--- config.mk ---
export PLATFORM = sky130hd
export DESIGN_NAME = stump_mem_arbiter
export DESIGN_NICKNAME = d
export VERILOG_FILES = /design/src/rtl/stump_mem_arbiter.sv
export SDC_FILE = /design/constraint.sdc
export NUM_CORES = 1
export LEC_CHECK = 0
export BUFFER_PORTS_ARGS = -buffer_cell sky130_fd_sc_hd__buf_2
export CORE_MARGIN = 2
export CORE_UTILIZATION = 39
export DETAILED_ROUTE_END_ITERATION = 7
export PLACE_DENSITY_LB_ADDON = 0.15
export SKIP_CTS_REPAIR_TIMING = 1
export SYNTH_ARGS = -nofsm -noshare
export SYNTH_HDL_FRONTEND = slang
export SYNTH_SLANG_ARGS = --single-unit
--- constraint.sdc ---
create_clock -name clk -period 1.55 [get_ports clk]
set_input_delay 0.2325 -clock clk [delete_from_list [all_inputs] [get_ports clk]]
set_output_delay 0.2325 -clock clk [all_outputs]
set_load 0.03 [all_outputs]
--- src/rtl/stump_mem_arbiter.sv ---
// Shares the single Stump memory port between the CPU and a DMA/debug requester,
// with programmable wait states and DMA starvation protection.
// Optional grant statistics counters are built when STUMP_ARB_STATS_EN is defined.
module stump_mem_arbiter #(
  parameter int WAIT_STATES  = 1,
  parameter int STARVE_LIMIT = 3
) (
  input  logic        clk,
  input  logic        rst,
  input  logic        cpu_req,
  input  logic        cpu_wen,
  input  logic [15:0] cpu_addr,
  input  logic [15:0] cpu_wdata,
  output logic        cpu_stall,
  output logic [15:0] cpu_rdata,
  input  logic        dma_req,
  input  logic        dma_wen,
  input  logic [15:0] dma_addr,
  input  logic [15:0] dma_wdata,
  output logic        dma_ack,
  output logic [15:0] dma_rdata,
  output logic [15:0] mem_addr,
  output logic [15:0] mem_wdata,
  output logic        mem_ren,
  output logic        mem_wen,
  input  logic [15:0] mem_rdata
`ifdef STUMP_ARB_STATS_EN
  ,
  output logic [15:0] cpu_grants,
  output logic [15:0] dma_grants
`endif
);

  localparam int CW = (WAIT_STATES > 0) ? $clog2(WAIT_STATES + 1) : 1;
  localparam int SW = (STARVE_LIMIT > 0) ? $clog2(STARVE_LIMIT + 1) : 1;
  localparam logic [CW-1:0] CNT_LAST = CW'(WAIT_STATES);
  localparam logic [SW-1:0] STARVE_MAX = SW'(STARVE_LIMIT);

  typedef enum logic [1:0] {
    IDLE    = 2'd0,
    CPU_ACC = 2'd1,
    DMA_ACC = 2'd2
  } state_t;

  state_t        state_q, state_d;
  logic [CW-1:0] cnt_q, cnt_d;
  logic [SW-1:0] starve_q, starve_d;
  logic [15:0]   mem_addr_q, mem_addr_d;
  logic [15:0]   mem_wdata_q, mem_wdata_d;
  logic          mem_ren_q, mem_ren_d;
  logic          mem_wen_q, mem_wen_d;
  logic          dma_ack_q, dma_ack_d;
  logic [15:0]   dma_rdata_q, dma_rdata_d;

  logic cnt_last;
  logic arb_point;
  logic cpu_done;
  logic dma_done;
  logic dma_elig;
  logic starve_full;
  logic grant_dma;
  logic grant_cpu;

  always_comb begin
    cnt_last    = (cnt_q == CNT_LAST);
    cpu_done    = (state_q == CPU_ACC) && cnt_last;
    dma_done    = (state_q == DMA_ACC) && cnt_last;
    arb_point   = (state_q == IDLE) || cnt_last;
    // A DMA request in its own completion cycle is already being served; the
    // requester only sees dma_ack one cycle later, so exclude it here too.
    dma_elig    = dma_req && !dma_ack_q && !dma_done;
    starve_full = (starve_q == STARVE_MAX);
    grant_dma   = arb_point && dma_elig && (!cpu_req || starve_full);
    grant_cpu   = arb_point && !grant_dma && cpu_req;
  end

  always_comb begin
    state_d     = state_q;
    cnt_d       = (state_q != IDLE) ? cnt_q + CW'(1) : cnt_q;
    starve_d    = starve_q;
    mem_addr_d  = mem_addr_q;
    mem_wdata_d = mem_wdata_q;
    mem_ren_d   = mem_ren_q;
    mem_wen_d   = mem_wen_q;
    dma_ack_d   = dma_done;
    dma_rdata_d = (dma_done && !mem_wen_q) ? mem_rdata : dma_rdata_q;

    if (grant_dma) begin
      state_d     = DMA_ACC;
      cnt_d       = '0;
      starve_d    = '0;
      mem_addr_d  = dma_addr;
      mem_wdata_d = dma_wdata;
      mem_wen_d   = dma_wen;
      mem_ren_d   = !dma_wen;
    end else if (grant_cpu) begin
      state_d     = CPU_ACC;
      cnt_d       = '0;
      mem_addr_d  = cpu_addr;
      mem_wdata_d = cpu_wdata;
      mem_wen_d   = cpu_wen;
      mem_ren_d   = !cpu_wen;
      if (dma_elig && !starve_full) begin
        starve_d = starve_q + SW'(1);
      end
    end else if (arb_point) begin
      state_d   = IDLE;
      cnt_d     = '0;
      mem_ren_d = 1'b0;
      mem_wen_d = 1'b0;
    end
  end

  always_ff @(posedge clk or negedge rst) begin
    if (!rst) begin
      state_q     <= IDLE;
      cnt_q       <= '0;
      starve_q    <= '0;
      mem_addr_q  <= '0;
      mem_wdata_q <= '0;
      mem_ren_q   <= 1'b0;
      mem_wen_q   <= 1'b0;
      dma_ack_q   <= 1'b0;
      dma_rdata_q <= '0;
    end else begin
      state_q     <= state_d;
      cnt_q       <= cnt_d;
      starve_q    <= starve_d;
      mem_addr_q  <= mem_addr_d;
      mem_wdata_q <= mem_wdata_d;
      mem_ren_q   <= mem_ren_d;
      mem_wen_q   <= mem_wen_d;
      dma_ack_q   <= dma_ack_d;
      dma_rdata_q <= dma_rdata_d;
    end
  end

  assign cpu_stall = cpu_req && !cpu_done;
  assign cpu_rdata = mem_rdata;
  assign dma_ack   = dma_ack_q;
  assign dma_rdata = dma_rdata_q;
  assign mem_addr  = mem_addr_q;
  assign mem_wdata = mem_wdata_q;
  assign mem_ren   = mem_ren_q;
  assign mem_wen   = mem_wen_q;

`ifdef STUMP_ARB_STATS_EN
  logic [15:0] cpu_grants_q, cpu_grants_d;
  logic [15:0] dma_grants_q, dma_grants_d;

  always_comb begin
    cpu_grants_d = cpu_grants_q;
    dma_grants_d = dma_grants_q;
    if (grant_cpu && (cpu_grants_q != 16'hFFFF)) begin
      cpu_grants_d = cpu_grants_q + 16'd1;
    end
    if (grant_dma && (dma_grants_q != 16'hFFFF)) begin
      dma_grants_d = dma_grants_q + 16'd1;
    end
  end

  always_ff @(posedge clk or negedge rst) begin
    if (!rst) begin
      cpu_grants_q <= '0;
      dma_grants_q <= '0;
    end else begin
      cpu_grants_q <= cpu_grants_d;
      dma_grants_q <= dma_grants_d;
    end
  end

  assign cpu_grants = cpu_grants_q;
  assign dma_grants = dma_grants_q;
`else
  // Statistics counters are not built in this configuration.
`endif

endmodule

==> reports/qor.csv, run 1 <==
metric;value;unit
status;completed;
num ports;154;
Setup Crit Path Kind;reg -> reg;
Worst R2R End;dma_rdata[1];
Yosys cell types;29;
Hold Startpoint;mem_rdata[13];
share of power burned in registers;34.3;%
largest cells by area after synthesis;dfrtp_1 (54%), nand2_1 (9.9%), a31oi_1 (7.9%);
routed wire length;6020;um
Max FO, Critical Path;16;
reg2reg setup slack;0.03;ns
Post-synth EDFFs;0;
Post-Route Setup TNS;0;ns
CP peak stage delay;0.43;ns
storage element area;0.00140;mm2
WP buf/inv;1;
Worst EP required;1.75;ns
clk slew on worst S/H paths;0.09;ns
power per cell area;2150;mW/mm2
Via-to-Cell Ratio;4.81;
CTS root buf;clkbuf_8;
routing usage on met1;21.6;%
die area;0.00738;mm2
Netlist Area Pre-Place;0.00262;mm2
clock tree sinks;56;
maxcap violations;0;
Most used DFF post-synth;dfrtp_1;
Stages on worst setup path;5;
largest net degree at the start of global routing;57;
CTS tree;done;
FP Rows;29;
r2r startpoint;state_q[0];
DP HPWL;4410;um
crit path max-delay cell type;dfrtp_1;
Net Sw Power;3490;uW
CTS max path bufs;2;
P_int;4070;uW
area grow syn2layout;34.6;%
largest area contributor in the netlist;dfrtp_1;
footprint of the multi-input gates;997;um2
WHS Endpoint;dma_rdata[13];
highest clock rate;657;MHz
synth warn;0;
# H-tree levels;2;
CP cell instances;nor2b_2 -> and2_4 -> nor2b_4 -> buf_12 -> mux2_2;
VDD IR-drop max;0.781;mV
Critical Path Start Type;register;
Mapped Cells;262;
synthesized flop and latch total;56;
die height;85.9;um
fill cell count;614;
Pwr Total;7560;uW
fin crit share;98.2;%
clock skew;0.00613;ns
drt drc;0;
critical path arrival;1.72;ns
power share of the clock group;10.8;%
post-synth top area share;53.6;%
initial antenna violation count;0;
GRT overflow;0;
nets;491;
Reg2Reg Depth;5;
Post-Syn Area per Cell;9.99;um2
Die Span X;85.9;um
fraction of power spent switching nets;46.2;%
crit end category;register;
port bufs;153;
RePlAce Congestion;0.739;
relative slew slack;79.4;%
final max-slew violation count;0;
unrepaired setup endpoints after global routing;yes;
first-pass GRT wire length;9820;um
Logic pwr share;54.9;%
GR Layer Usage met2;27.6;%
Clk Latency, worst-skew pair;0.30;ns
Total GRT Usage;16.6;%
Iter 0 DRT Violations;73;
Worst Hold Class;in -> reg;
Wirelength per Cell;12.5;um
Worst Tran Pin Value;0.309;ns
clock period minus worst slack;1.52;ns
post-synthesis sequential area ratio;53.6;%
syn_nets;349;
Final ANT Viol Nets;0;
Post-Layout Cell Count;482;
ys async rst share;100;%
met3 GRT Util;4.33;%
number of buffers created by CTS;5;
DP Cell Count;472;
DR vias;2319;
Hold Vio Cnt, Final;0;
GRT Max-Usage Layer;met2;
vias in the first global route;2181;
Core ar.;0.00642;mm2
CP top delay family;simple AND/OR/NAND/NOR gates;
Detailed Routing Iterations Pass 1;5;
Leak Pwr;0.00186;uW
final setup fails;0;
layout cells sized above 1;48.1;%
initial cell density of the core;40.7;%
Antenna Cells;0;
Worst Hold Depth;2;
[power by group through the flow]
stage | Sequential, uW | Clock [uW] | Combinational, uW
2_1_floorplan | 3940 | 0 | 1590
3_3_place_gp | 2620 | 0 | 4060
3_5_place_dp | 2600 | 0 | 4120
4_1_cts | 2600 | 848 | 4110
5_1_grt | 2700 | 894 | 4500
6_report | 2600 | 813 | 4150
[layout make-up]
type                    count  area share (%)
well taps                  77            2.74
inverters                   4           0.426
clock buffers               8            2.56
multi-input cells         171            28.3
repair buffers            166            26.2
flip-flops and latches     56            39.8
[metal layers]
layer | routed length (um) | vias to the layer above
met5 | 0 | -
met4 | 31 | 0
met3 | 542 | 4
met2 | 2740 | 114
met1 | 2710 | 1057
li1 | - | 1144
[worst max-delay path by stage]
stage	startpoint	to	slack [ns]
after floorplan	state_q[1]	dma_rdata[10]	0.09
after global placement	state_q[0]	dma_rdata[2]	0.09
after detailed placement	starve_q[0]	mem_wdata[3]	0.02
after CTS	starve_q[0]	mem_wdata[3]	0.02
after global routing	state_q[0]	dma_rdata[5]	-0.05
final	state_q[0]	dma_rdata[1]	0.03
[sequential cells by signal, summed over array words and instances, names as in the netlist]
name	count
state_q	2
mem_wen	1
mem_addr	16
dma_rdata	16
starve_q	2
cnt_last	1
mem_wdata	16
dma_ack	1
mem_ren	1
[cells in the final DEF, fill, tap and decap left out]
cell	instances
buf_2	153
nand2_1	69
dfrtp_1	56
nor2_1	34
a31oi_1	33
mux2_4	11
mux2_2	6
clkbuf_8	6
buf_4	6
inv_1	4
buf_12	3
o21ai_0	2
clkbuf_1	2
buf_8	2
nor2b_2	1
and2_4	1
o21bai_2	1
nor2b_1	1
nand2b_4	1
nand2b_1	1
nand4b_4	1
nor2_4	1
nor2b_4	1
and3b_1	1
nand4b_1	1
nor3_1	1
a221o_1	1
nand3_1	1
o211ai_1	1
ha_1	1
dlygate4sd3_1	1
buf_6	1
[through the flow]
stage	util [%]	hold slack, ns	area (um2)	setup WS [ns]
3_5_place_dp	52.5	0.256	3370	0.0189
4_1_cts	53.9	-0.0770	3460	0.0154
2_1_floorplan	-	-0.0631	2620	0.0880
6_report	54.8	0.166	3520	0.0272
3_3_place_gp	52.5	0.258	3370	0.0917
5_1_grt	54.8	0.158	3520	-0.0473
[cells by family after synthesis]
| logic type | Yosys count | synth area share (%) |
|---|---|---|
| muxes | 17 | 8.75 |
| DFF | 56 | 53.6 |
| and+or+nand+nor | 115 | 18.7 |
| buffers and inverters | 35 | 9.23 |
| AOI/OAI and AO/OA | 38 | 9.23 |
| adders and majority gates | 1 | 0.478 |
[Yosys cell counts, types with 2 or more instances]
cell type and instances:
a31oi_1 33, buf_2 3, buf_4 16, buf_6 4, clkbuf_1 6, dfrtp_1 56
inv_1 4, mux2_2 7, mux2_4 10, nand2_1 69, nand2b_1 2, nor2_1 34
o21ai_0 2
Note: power is estimated with default switching activity, not from simulation.
==> run 2, diff against run 1 <==
--- a/config.mk
+++ b/config.mk
@@ -6,6 +6,7 @@
 export NUM_CORES = 1
 export LEC_CHECK = 0
 export BUFFER_PORTS_ARGS = -buffer_cell sky130_fd_sc_hd__buf_2
+export CORE_ASPECT_RATIO = 1.75
 export CORE_MARGIN = 2
 export CORE_UTILIZATION = 39
 export DETAILED_ROUTE_END_ITERATION = 7
==> reports/qor.csv, run 2 (synthesis gave the netlist of run 1 again) <==
metric;value;unit
highest clock rate;631;MHz
Total GRT Usage;17.4;%
DR vias;2397;
Setup Crit Path Kind;reg -> reg;
Worst Tran Pin Value;0.298;ns
fin crit share;102;%
CTS root buf;clkbuf_16;
clock period minus worst slack;1.59;ns
clk slew on worst S/H paths;0.07;ns
fraction of power spent switching nets;44.7;%
clock tree sinks;56;
crit path max-delay cell type;dfrtp_1;
final max-slew violation count;0;
layout cells sized above 1;49.8;%
Antenna Cells;0;
status;finished with violations;
unrepaired setup endpoints after global routing;yes;
drt drc;0;
P_int;4550;uW
port bufs;153;
Clk Latency, worst-skew pair;0.29;ns
relative slew slack;80.1;%
die area;0.00741;mm2
area grow syn2layout;44.3;%
Critical Path Start Type;register;
critical path arrival;1.76;ns
Detailed Routing Iterations Pass 1;4;
Leak Pwr;0.00199;uW
Worst EP required;1.72;ns
clock skew;0.00785;ns
CP peak stage delay;0.42;ns
nets;499;
DP HPWL;4700;um
FP Rows;39;
routed wire length;7050;um
RePlAce Congestion;0.796;
Via-to-Cell Ratio;4.85;
power share of the clock group;13.2;%
Max FO, Critical Path;16;
die height;112;um
share of power burned in registers;31.7;%
Layout Utilization;58.2;%
GRT overflow;0;
Logic pwr share;55.1;%
crit end category;register;
final setup fails;6;
CTS tree;done;
num ports;154;
Final ANT Viol Nets;0;
Core ar.;0.00649;mm2
Worst Hold Class;in -> reg;
number of buffers created by CTS;5;
reg2reg setup slack;-0.04;ns
power per cell area;2180;mW/mm2
Wirelength per Cell;14.3;um
violated checks;setup timing;
vias in the first global route;2265;
commonest non-fill, non-tap cell in the layout;buf_2;
largest net degree at the start of global routing;57;
initial cell density of the core;40.3;%
Post-Layout Cell Count;494;
maxcap violations;0;
fill cell count;610;
# H-tree levels;2;
CTS max path bufs;2;
Hold Vio Cnt, Final;0;
first-pass GRT wire length;10100;um
initial antenna violation count;0;
CP cell instances;nor2b_2 -> and2_4 -> nor2b_4 -> buf_12 -> mux2_2;
most frequent cells in the layout;buf_2 (153), nand2_1 (69), dfrtp_1 (56), nor2_1 (34), a31oi_1 (33);
Iter 0 DRT Violations;63;
Net Sw Power;3680;uW
VDD IR-drop max;1.02;mV
final worst setup slack;-0.0357;ns
Die Span X;65.9;um
DP Cell Count;476;
-- run 2: changes by cell type in the layout (fill, tap and decap cells not counted), moves of 2 or more --
cell       change
buf_12         +4
buf_8          -2
clkbuf_8       -6
clkbuf_16     +10
-- run 2: area by class of cell --
class	instances	area, um2	area share [%]
Multi-Input combinational cell	172	1020	27.1
Timing Repair Buffer	173	1100	29.2
Tap cell	82	103	2.72
Clock inverter	1	5.00	0.133
Inverter	4	15.0	0.398
Clock buffer	6	129	3.41
Sequential cell	56	1400	37.1
-- run 2: critical path, delay by kind of cell (launching register included) --
family                 cells  cell delay, ns
buffers and inverters      1            0.17
multiplexers               1            0.34
AND/OR/NAND/NOR            3            0.52
flip-flops                 1            0.42
-- run 2: power by group through the flow --
stage / clock network (uW) / registers (uW) / logic, uW
floorplan: 0 / 3940 / 1590
global placement: 0 / 2610 / 4130
CTS: 1120 / 2600 / 4200
detailed placement: 0 / 2600 / 4210
finish: 1080 / 2610 / 4540
global route: 1150 / 2700 / 4880
-- run 2: final timing paths --
path                       cells after the start            end          start
max                                            5   dma_rdata[2]     state_q[0]
min                                            2  dma_rdata[11]  mem_rdata[11]
max reg2reg                                    5   dma_rdata[2]     state_q[0]
min reg2reg                                    1   dma_rdata[5]   dma_rdata[5]
max in group asynchronous                      3   mem_wdata[4]            rst
min in group asynchronous                      3        mem_wen            rst
-- run 2: metrics by stage --
step           hold WS, ns  total power (uW)  TNS, ns  cell area (um2)  worst slack [ns]
2_1_floorplan      -0.0631              5530        0             2620            0.0880
3_3_place_gp         0.258              6740        0             3410            0.0854
3_5_place_dp         0.260              6810        0             3410            0.0393
4_1_cts            -0.0608              7920        0             3540            0.0156
5_1_grt              0.179              8730    -1.03             3780           -0.0923
6_report             0.177              8230   -0.170             3780           -0.0357
-- run 2: layer usage --
metal / track usage (%) / wire length (um) / vias up / share of wire, %
li1: - / - / 1158 / -
met1: 19.7 / 2710 / 1105 / 38
met2: 30.9 / 3620 / 124 / 51
met3: 4.71 / 572 / 10 / 8.1
met4: 5.83 / 148 / 0 / 2.1
met5: 0 / 0 / - / 0
